## src/rtl/receiver.sv

```systemverilog
// UART 8N1 receiver: oversampled start-bit validation, mid-bit data sampling,
// and a holding register with ready / framing-error / overrun status.
module receiver #(
    parameter int OVERSAMPLE = 16
) (
    input  logic       clk,
    input  logic       rst_n,
    input  logic       rx,
    input  logic       sample_en,
    input  logic       ready_clr,
    output logic [7:0] data_out,
    output logic       ready,
    output logic       busy,
    output logic       frame_err,
    output logic       overrun
);

    localparam int TICK_W = $clog2(OVERSAMPLE);
    localparam logic [TICK_W-1:0] TICK_ZERO = TICK_W'(0);
    localparam logic [TICK_W-1:0] TICK_ONE  = TICK_W'(1);
    localparam logic [TICK_W-1:0] TICK_MID  = TICK_W'(OVERSAMPLE / 2 - 1);
    localparam logic [TICK_W-1:0] TICK_LAST = TICK_W'(OVERSAMPLE - 1);

    typedef enum logic [1:0] {
        IDLE  = 2'd0,
        START = 2'd1,
        DATA  = 2'd2,
        STOP  = 2'd3
    } state_t;

    logic              rx_meta_r;
    logic              rx_sync_r;
    logic              rx_s;

    state_t            state_r;
    state_t            state_next_s;
    logic [TICK_W-1:0] tick_r;
    logic [TICK_W-1:0] tick_next_s;
    logic [2:0]        bit_r;
    logic [2:0]        bit_next_s;
    logic [7:0]        shift_r;
    logic [7:0]        shift_next_s;
    logic              done_s;

    logic [7:0]        data_r;
    logic [7:0]        data_next_s;
    logic              ready_r;
    logic              ready_next_s;
    logic              ferr_r;
    logic              ferr_next_s;
    logic              ovr_r;
    logic              ovr_next_s;
    logic              busy_r;
    logic              busy_next_s;

    // Two-flop synchronizer; idle-high reset value avoids a false start.
    always_ff @(posedge clk or negedge rst_n) begin
        if (!rst_n) begin
            rx_meta_r <= 1'b1;
            rx_sync_r <= 1'b1;
        end else begin
            rx_meta_r <= rx;
            rx_sync_r <= rx_meta_r;
        end
    end

    assign rx_s = rx_sync_r;

    // FSM state, tick/bit counters and shift register.
    always_ff @(posedge clk or negedge rst_n) begin
        if (!rst_n) begin
            state_r <= IDLE;
            tick_r  <= TICK_ZERO;
            bit_r   <= 3'd0;
            shift_r <= 8'h00;
        end else begin
            state_r <= state_next_s;
            tick_r  <= tick_next_s;
            bit_r   <= bit_next_s;
            shift_r <= shift_next_s;
        end
    end

    // Next-state logic; everything advances only on oversample ticks.
    always_comb begin
        state_next_s = state_r;
        tick_next_s  = tick_r;
        bit_next_s   = bit_r;
        shift_next_s = shift_r;
        done_s       = 1'b0;
        if (sample_en) begin
            case (state_r)
                IDLE: begin
                    if (!rx_s) begin
                        state_next_s = START;
                        tick_next_s  = TICK_ZERO;
                    end else begin
                        state_next_s = IDLE;
                    end
                end
                START: begin
                    if (tick_r == TICK_MID) begin
                        tick_next_s = TICK_ZERO;
                        if (!rx_s) begin
                            state_next_s = DATA;
                            bit_next_s   = 3'd0;
                        end else begin
                            state_next_s = IDLE;
                        end
                    end else begin
                        tick_next_s = tick_r + TICK_ONE;
                    end
                end
                DATA: begin
                    if (tick_r == TICK_LAST) begin
                        shift_next_s[bit_r] = rx_s;
                        tick_next_s         = TICK_ZERO;
                        if (bit_r == 3'd7) begin
                            state_next_s = STOP;
                            bit_next_s   = 3'd0;
                        end else begin
                            bit_next_s = bit_r + 3'd1;
                        end
                    end else begin
                        tick_next_s = tick_r + TICK_ONE;
                    end
                end
                STOP: begin
                    if (tick_r == TICK_LAST) begin
                        done_s       = 1'b1;
                        state_next_s = IDLE;
                        tick_next_s  = TICK_ZERO;
                    end else begin
                        tick_next_s = tick_r + TICK_ONE;
                    end
                end
                default: begin
                    state_next_s = IDLE;
                    tick_next_s  = TICK_ZERO;
                    bit_next_s   = 3'd0;
                end
            endcase
        end else begin
            state_next_s = state_r;
        end
    end

    // Status/output next values; a completing frame takes priority over ready_clr.
    always_comb begin
        data_next_s  = data_r;
        ready_next_s = ready_r;
        ferr_next_s  = ferr_r;
        ovr_next_s   = ovr_r;
        busy_next_s  = (state_next_s != IDLE);
        if (done_s) begin
            data_next_s  = shift_r;
            ready_next_s = 1'b1;
            ferr_next_s  = ~rx_s;
            ovr_next_s   = ready_clr ? 1'b0 : (ovr_r | ready_r);
        end else if (ready_clr) begin
            ready_next_s = 1'b0;
            ovr_next_s   = 1'b0;
        end else begin
            ready_next_s = ready_r;
        end
    end

    // Registered outputs.
    always_ff @(posedge clk or negedge rst_n) begin
        if (!rst_n) begin
            data_r  <= 8'h00;
            ready_r <= 1'b0;
            ferr_r  <= 1'b0;
            ovr_r   <= 1'b0;
            busy_r  <= 1'b0;
        end else begin
            data_r  <= data_next_s;
            ready_r <= ready_next_s;
            ferr_r  <= ferr_next_s;
            ovr_r   <= ovr_next_s;
            busy_r  <= busy_next_s;
        end
    end

    assign data_out  = data_r;
    assign ready     = ready_r;
    assign frame_err = ferr_r;
    assign overrun   = ovr_r;
    assign busy      = busy_r;

endmodule

```

## config.mk

```make
export PLATFORM = sky130hd
export DESIGN_NAME = receiver
export DESIGN_NICKNAME = d
export VERILOG_FILES = /design/src/rtl/receiver.sv
export SDC_FILE = /design/constraint.sdc
export NUM_CORES = 1
export LEC_CHECK = 0
export ABC_AREA = 1
export CORE_AREA = 2 2 93 59
export CTS_BUF_LIST = sky130_fd_sc_hd__clkbuf_2
export DETAILED_ROUTE_END_ITERATION = 7
export DIE_AREA = 0 0 95 61
export PLACE_DENSITY = 0.53
export RECOVER_POWER = 50
export REMOVE_ABC_BUFFERS = 1
export SYNTH_ARGS = -nofsm -noshare
export SYNTH_HDL_FRONTEND = slang
export SYNTH_SLANG_ARGS = --single-unit
```

## constraint.sdc

```tcl
create_clock -name clk -period 3.4 [get_ports clk]
set_input_delay 0.68 -clock clk [delete_from_list [all_inputs] [get_ports clk]]
set_output_delay 0.68 -clock clk [all_outputs]
set_load 0.01 [all_outputs]
```

---- Word-level counts from Yosys, hierarchy flattened ----
Cells that the tools add are included.
cells by class
  reductions and logical operators ........ 9
  $lt $le $gt $ge ......................... 2
  add/sub/neg operators ................... 2
  bitwise operators ....................... 2
  equality and inequality tests ........... 10
  muxes and demuxes ....................... 27
operator list
  operator                                                                       number
  2-bit 2-to-1 mux                                                               6
  3-bit 2-to-1 mux                                                               4
  4-bit 2-to-1 mux                                                               3
  4-bit one-hot mux with 3 select lines                                          1
  1-bit 2-to-1 mux                                                               9
  8-bit bitwise mux                                                              1
  2-bit != test (second input constant)                                          4
  2-bit one-hot mux with 4 select lines                                          1
  3-bit one-hot mux with 2 select lines                                          1
  2-bit nonzero test                                                             3
  5-bit AND reduction                                                            1
  4-bit by 1-bit adder with 4-bit output (second input constant)                 1
  2-bit == test (second input constant)                                          2
  4-bit by 3-bit == test with 1-bit output (second input constant)               1
  4-bit == test (second input constant)                                          1
  3-bit by 4-bit less-than comparator with 1-bit output (second input constant)  1
  3-bit by 1-bit adder with 3-bit output (second input constant)                 1
  1-bit demux with 3-bit select                                                  1
  3-bit == test (second input constant)                                          1
  3-bit by 1-bit >= comparator with 1-bit output (second input constant)         1
  3-bit AND reduction                                                            1
  2-bit by 1-bit == test with 1-bit output (second input constant)               1
  2-bit logical NOT                                                              1
  2-bit AND reduction                                                            1
  4 further kinds                                                                4
storage, ports and cells
  word-level logic and storage cells ...... 63
  register bits after elaboration ......... 31
  input bits .............................. 5
  output and inout port bits .............. 12

---- Logic depth before layout (Yosys ltp) ----
  word-level depth ........................ 6
  gate-level depth with buffers ........... 8
  gate-level depth less buffers ........... 8

---- Worst setup path before layout ----
Ideal clock, no wire load.
  path kind ............................... reg2reg
  start ................................... register tick_r[0]
  end ..................................... register bit_r[2]
  cell stages (with the launch flop) ...... 9
  required time ........................... 3.283 ns
  setup slack ............................. 2.062 ns
  arrival ................................. 1.220 ns
  path buffers ............................ 0
  library setup time ...................... 0.117 ns
  period minus slack after synthesis ...... 1.338 ns
  cell sequence ........................... dfrtp_1 > ha_1 > nand2_2 > nor2_1 > nand3_2 > o21ai_4 > inv_2 > nand2_1 > nand2_1
between the ends
  word-level cells in the longest chain between the ends .. 3
  elaborated cells on any way between the ends .. 5
  classes of those cells .................. eq/ne: 4; reduce/logical: 1
RTL lines
  item                                                                              RTL line  RTL
  start, declared                                                                   37        logic [TICK_W-1:0] tick_r;
  start signal, assigned                                                            78        tick_r <= tick_next_s;
  4-bit == test / 4-bit by 3-bit == test with 1-bit output (equally long branches)  115, 102
  2-bit != test (no source line)                                                    n/a
  5-bit AND reduction (no source line) *                                            n/a
  end signal, assigned                                                              79        bit_r <= bit_next_s;
  end, declared                                                                     39        logic [2:0] bit_r;
Every way passes the cells marked *; elsewhere a longest branch is shown, timed or not.
A chain may end at the register's enable or synchronous reset.

==> results.ini <==
[min_path]
hp-class = reg2reg

[critical_path]
max_stage_delay_ns = 1.20
timing.critical_path.fanout_max = 31
critPathKind = in2async
critPathBufInv = 2
critical_path_arrival_ns = 2.41
slowest_stage = clkbuf_1
cp-end-kind = async pin
start_kind = input port
crit_required_ns = 3.57
crit_family = buffers and inverters
crit_chain = dlygate4sd3_1, clkbuf_1

[placement]
dp_cells = 242
placed_area_sq_um = 1690
globalplace.congestion = 0.814
hpwl_mm = 2.01
port_buffers = 16

[global_route]
grt_max_degree = 32
grt_usage = 0.116
grt_antenna_before_repair = 0
grt_pass1_vias = 979
grt_pass1_wl_mm = 4.82
grt.overflow.total = 0

[clock_tree]
cts.clk_slew.worst_paths_ns = 0.14
cts-root-buf = clkbuf_2
cts_tree = yes
htree_levels = 2
clk_path_buf_depth = 2
ctsResizeCount = 0
cts_sinks = 31
cts_setup_buffers = 0
numCtsBuffers = 5
cts-hold-fix-buffers = 0
clock_latency_ns = 0.35

[power]
swShare = 0.341
vdd_ir_drop_max_mv = 0.154
pwr-share-seq = 0.569
powerDensity_nw_per_um2 = 460
combPwrFrac = 0.211
internal-power_uw = 516
clock_power_share = 0.221
netSwitchingPower_uw = 266
power_leakage_uw = 0.000747
total_power_uw = 782

[layout]
area_growth_pct = 17.3
layout.area.seq_sq_um = 778
multi_input_area_sq_um = 543
antenna_cells = 0
layout.nets = 191
final_design_area_no_fill_sq_um = 1700
fillers = 507
finalNonFillerCells = 250
drive_gt1_frac = 0.136

[logic_synthesis]
ys_types = 26
synth_fa_ha_area_frac = 0.0259
synth_most_common_cell = nand2_1
synth-simple-area-share = 0.226
ys_seq_elements = 31
netlist_instances = 161
synth_warnings = 0
synthesis.area_sq_um = 1450
synth_xor_xnor_area_share = 0.00604
yosys-top-cells-count = nand2_1, dfrtp_1, inv_1, o21ai_1, nand3_1
ys.flop_type = dfrtp_1
ys_async_sr_fraction = 1.00
synth_compound_area_frac = 0.133
ys_top_cells_by_area = dfrtp_1, nand2_1, o21ai_1
avgSynthCellArea_sq_um = 9.01
synth_top_cell_by_area = dfrtp_1
synthMuxAreaShare = 0
synth_edf_count = 0
synth_top_family_by_area = simple AND/OR/NAND/NOR gates
yosysTopAreaCellShare = 0.500
yosysSeqAreaShare = 0.537

[timing]
period_minus_slack_ns = 2.24
whs_ns = 0.367
slew_headroom = -0.112
drv_slew = 32
setup_tns_ns = 0
setup_viol = 0
max_freq_ghz = 0.447
worst-slew-pin-transition_ns = 1.67
period_share = 0.657
rsz0062_at_grt = no
fin_skew_ns = 0.0217
finalHoldViolCount = 0

[die]
start_util = 0.294
core_area_sq_um = 4930
io_pins = 17
rows = 20
die_x_um = 95
design.die.area_sq_um = 5800
die_y_um = 61

[drt]
vias = 1043
drtAntennaViolNets = 0
drt-pass1-iter-count = 4
postRouteWirelength_mm = 2.82
route.detailed.drc = 0
drt_iter0_markers = 69
wl_per_cell_um = 11.3
vias_per_cell = 4.17

[outcome]
outcome = finished, violations left
violations = max-capacitance violations, max-slew violations

[job]
maxCapViolCount = 1

==> logic make-up (layout without fill, tap and decap cells) <==
family,after synthesis,in the layout
xor+xnor,1,1
compound gates,29,29
simple gates,70,70
flops,31,31
buf+inv,27,50
fa+ha+maj,3,3
==> state kept, by name, indices dropped and copies added (netlist names) <==
signal / count
rx_s: 1
data_out: 8
busy: 1
frame_err: 1
overrun: 1
tick_r: 4
ready: 1
state_r: 2
shift_r: 8
bit_r: 3
rx_meta_r: 1
==> layer usage <==
layer  vias to the layer above  wire, um  share of wire  global-route usage
met5                         -         0              0                   0
met4                         0        28         0.0099              0.0435
met3                         2       117          0.042              0.0410
met2                        21       989           0.35               0.149
met1                       462      1680           0.60               0.174
li1                        558         -              -                   -
==> placed cells by master (no fill, tap or decap), drive strengths merged, types with 2 or more instances in the layout <==
cell type	count
a21oi	3
clkdlybuf4s50	13
inv	24
clkinv	3
dfstp	2
ha	3
o21ai	23
dlygate4sd3	3
clkbuf	7
nand3	16
nor2	11
nand2	42
dfrtp	29
==> power by group through the flow <==
stage	Clock (uW)	Sequential, uW	Combinational [uW]
4_1_cts	185	444	169
6_report	172	445	165
2_1_floorplan	0	446	118
3_5_place_dp	0	450	170
5_1_grt	202	451	194
3_3_place_gp	0	452	170
==> metrics by stage <==
stage / setup slack, ns / utilization
finish: 1.16 / 0.345
global route: 0.839 / 0.345
CTS: 1.36 / 0.351
detailed placement: 1.06 / 0.343
global placement: 1.15 / 0.343
floorplan: 1.84 / -
==> worst paths after layout <==
check	start	end	slack [ns]	cells after the start
min in group asynchronous	rst_n	tick_r[2]	1.26	2
max	rst_n	bit_r[1]	1.16	2
max in group clk	data_out[7]	data_out[7]	1.40	1
min reg2reg	rx_meta_r	rx_s	0.37	0
max reg2reg	tick_r[0]	data_out[3]	1.56	6
min	rx_meta_r	rx_s	0.37	0
==> cell type report <==
cell class                 count  share of cell area
clock buffer                   6              0.0177
clock inverter                 2             0.00442
tap                           66              0.0486
sequential                    31               0.458
inverter                      25              0.0559
multi-input combinational    103               0.319
timing repair buffer          17              0.0964
No activity file was read; power rests on OpenSTA's default activity.
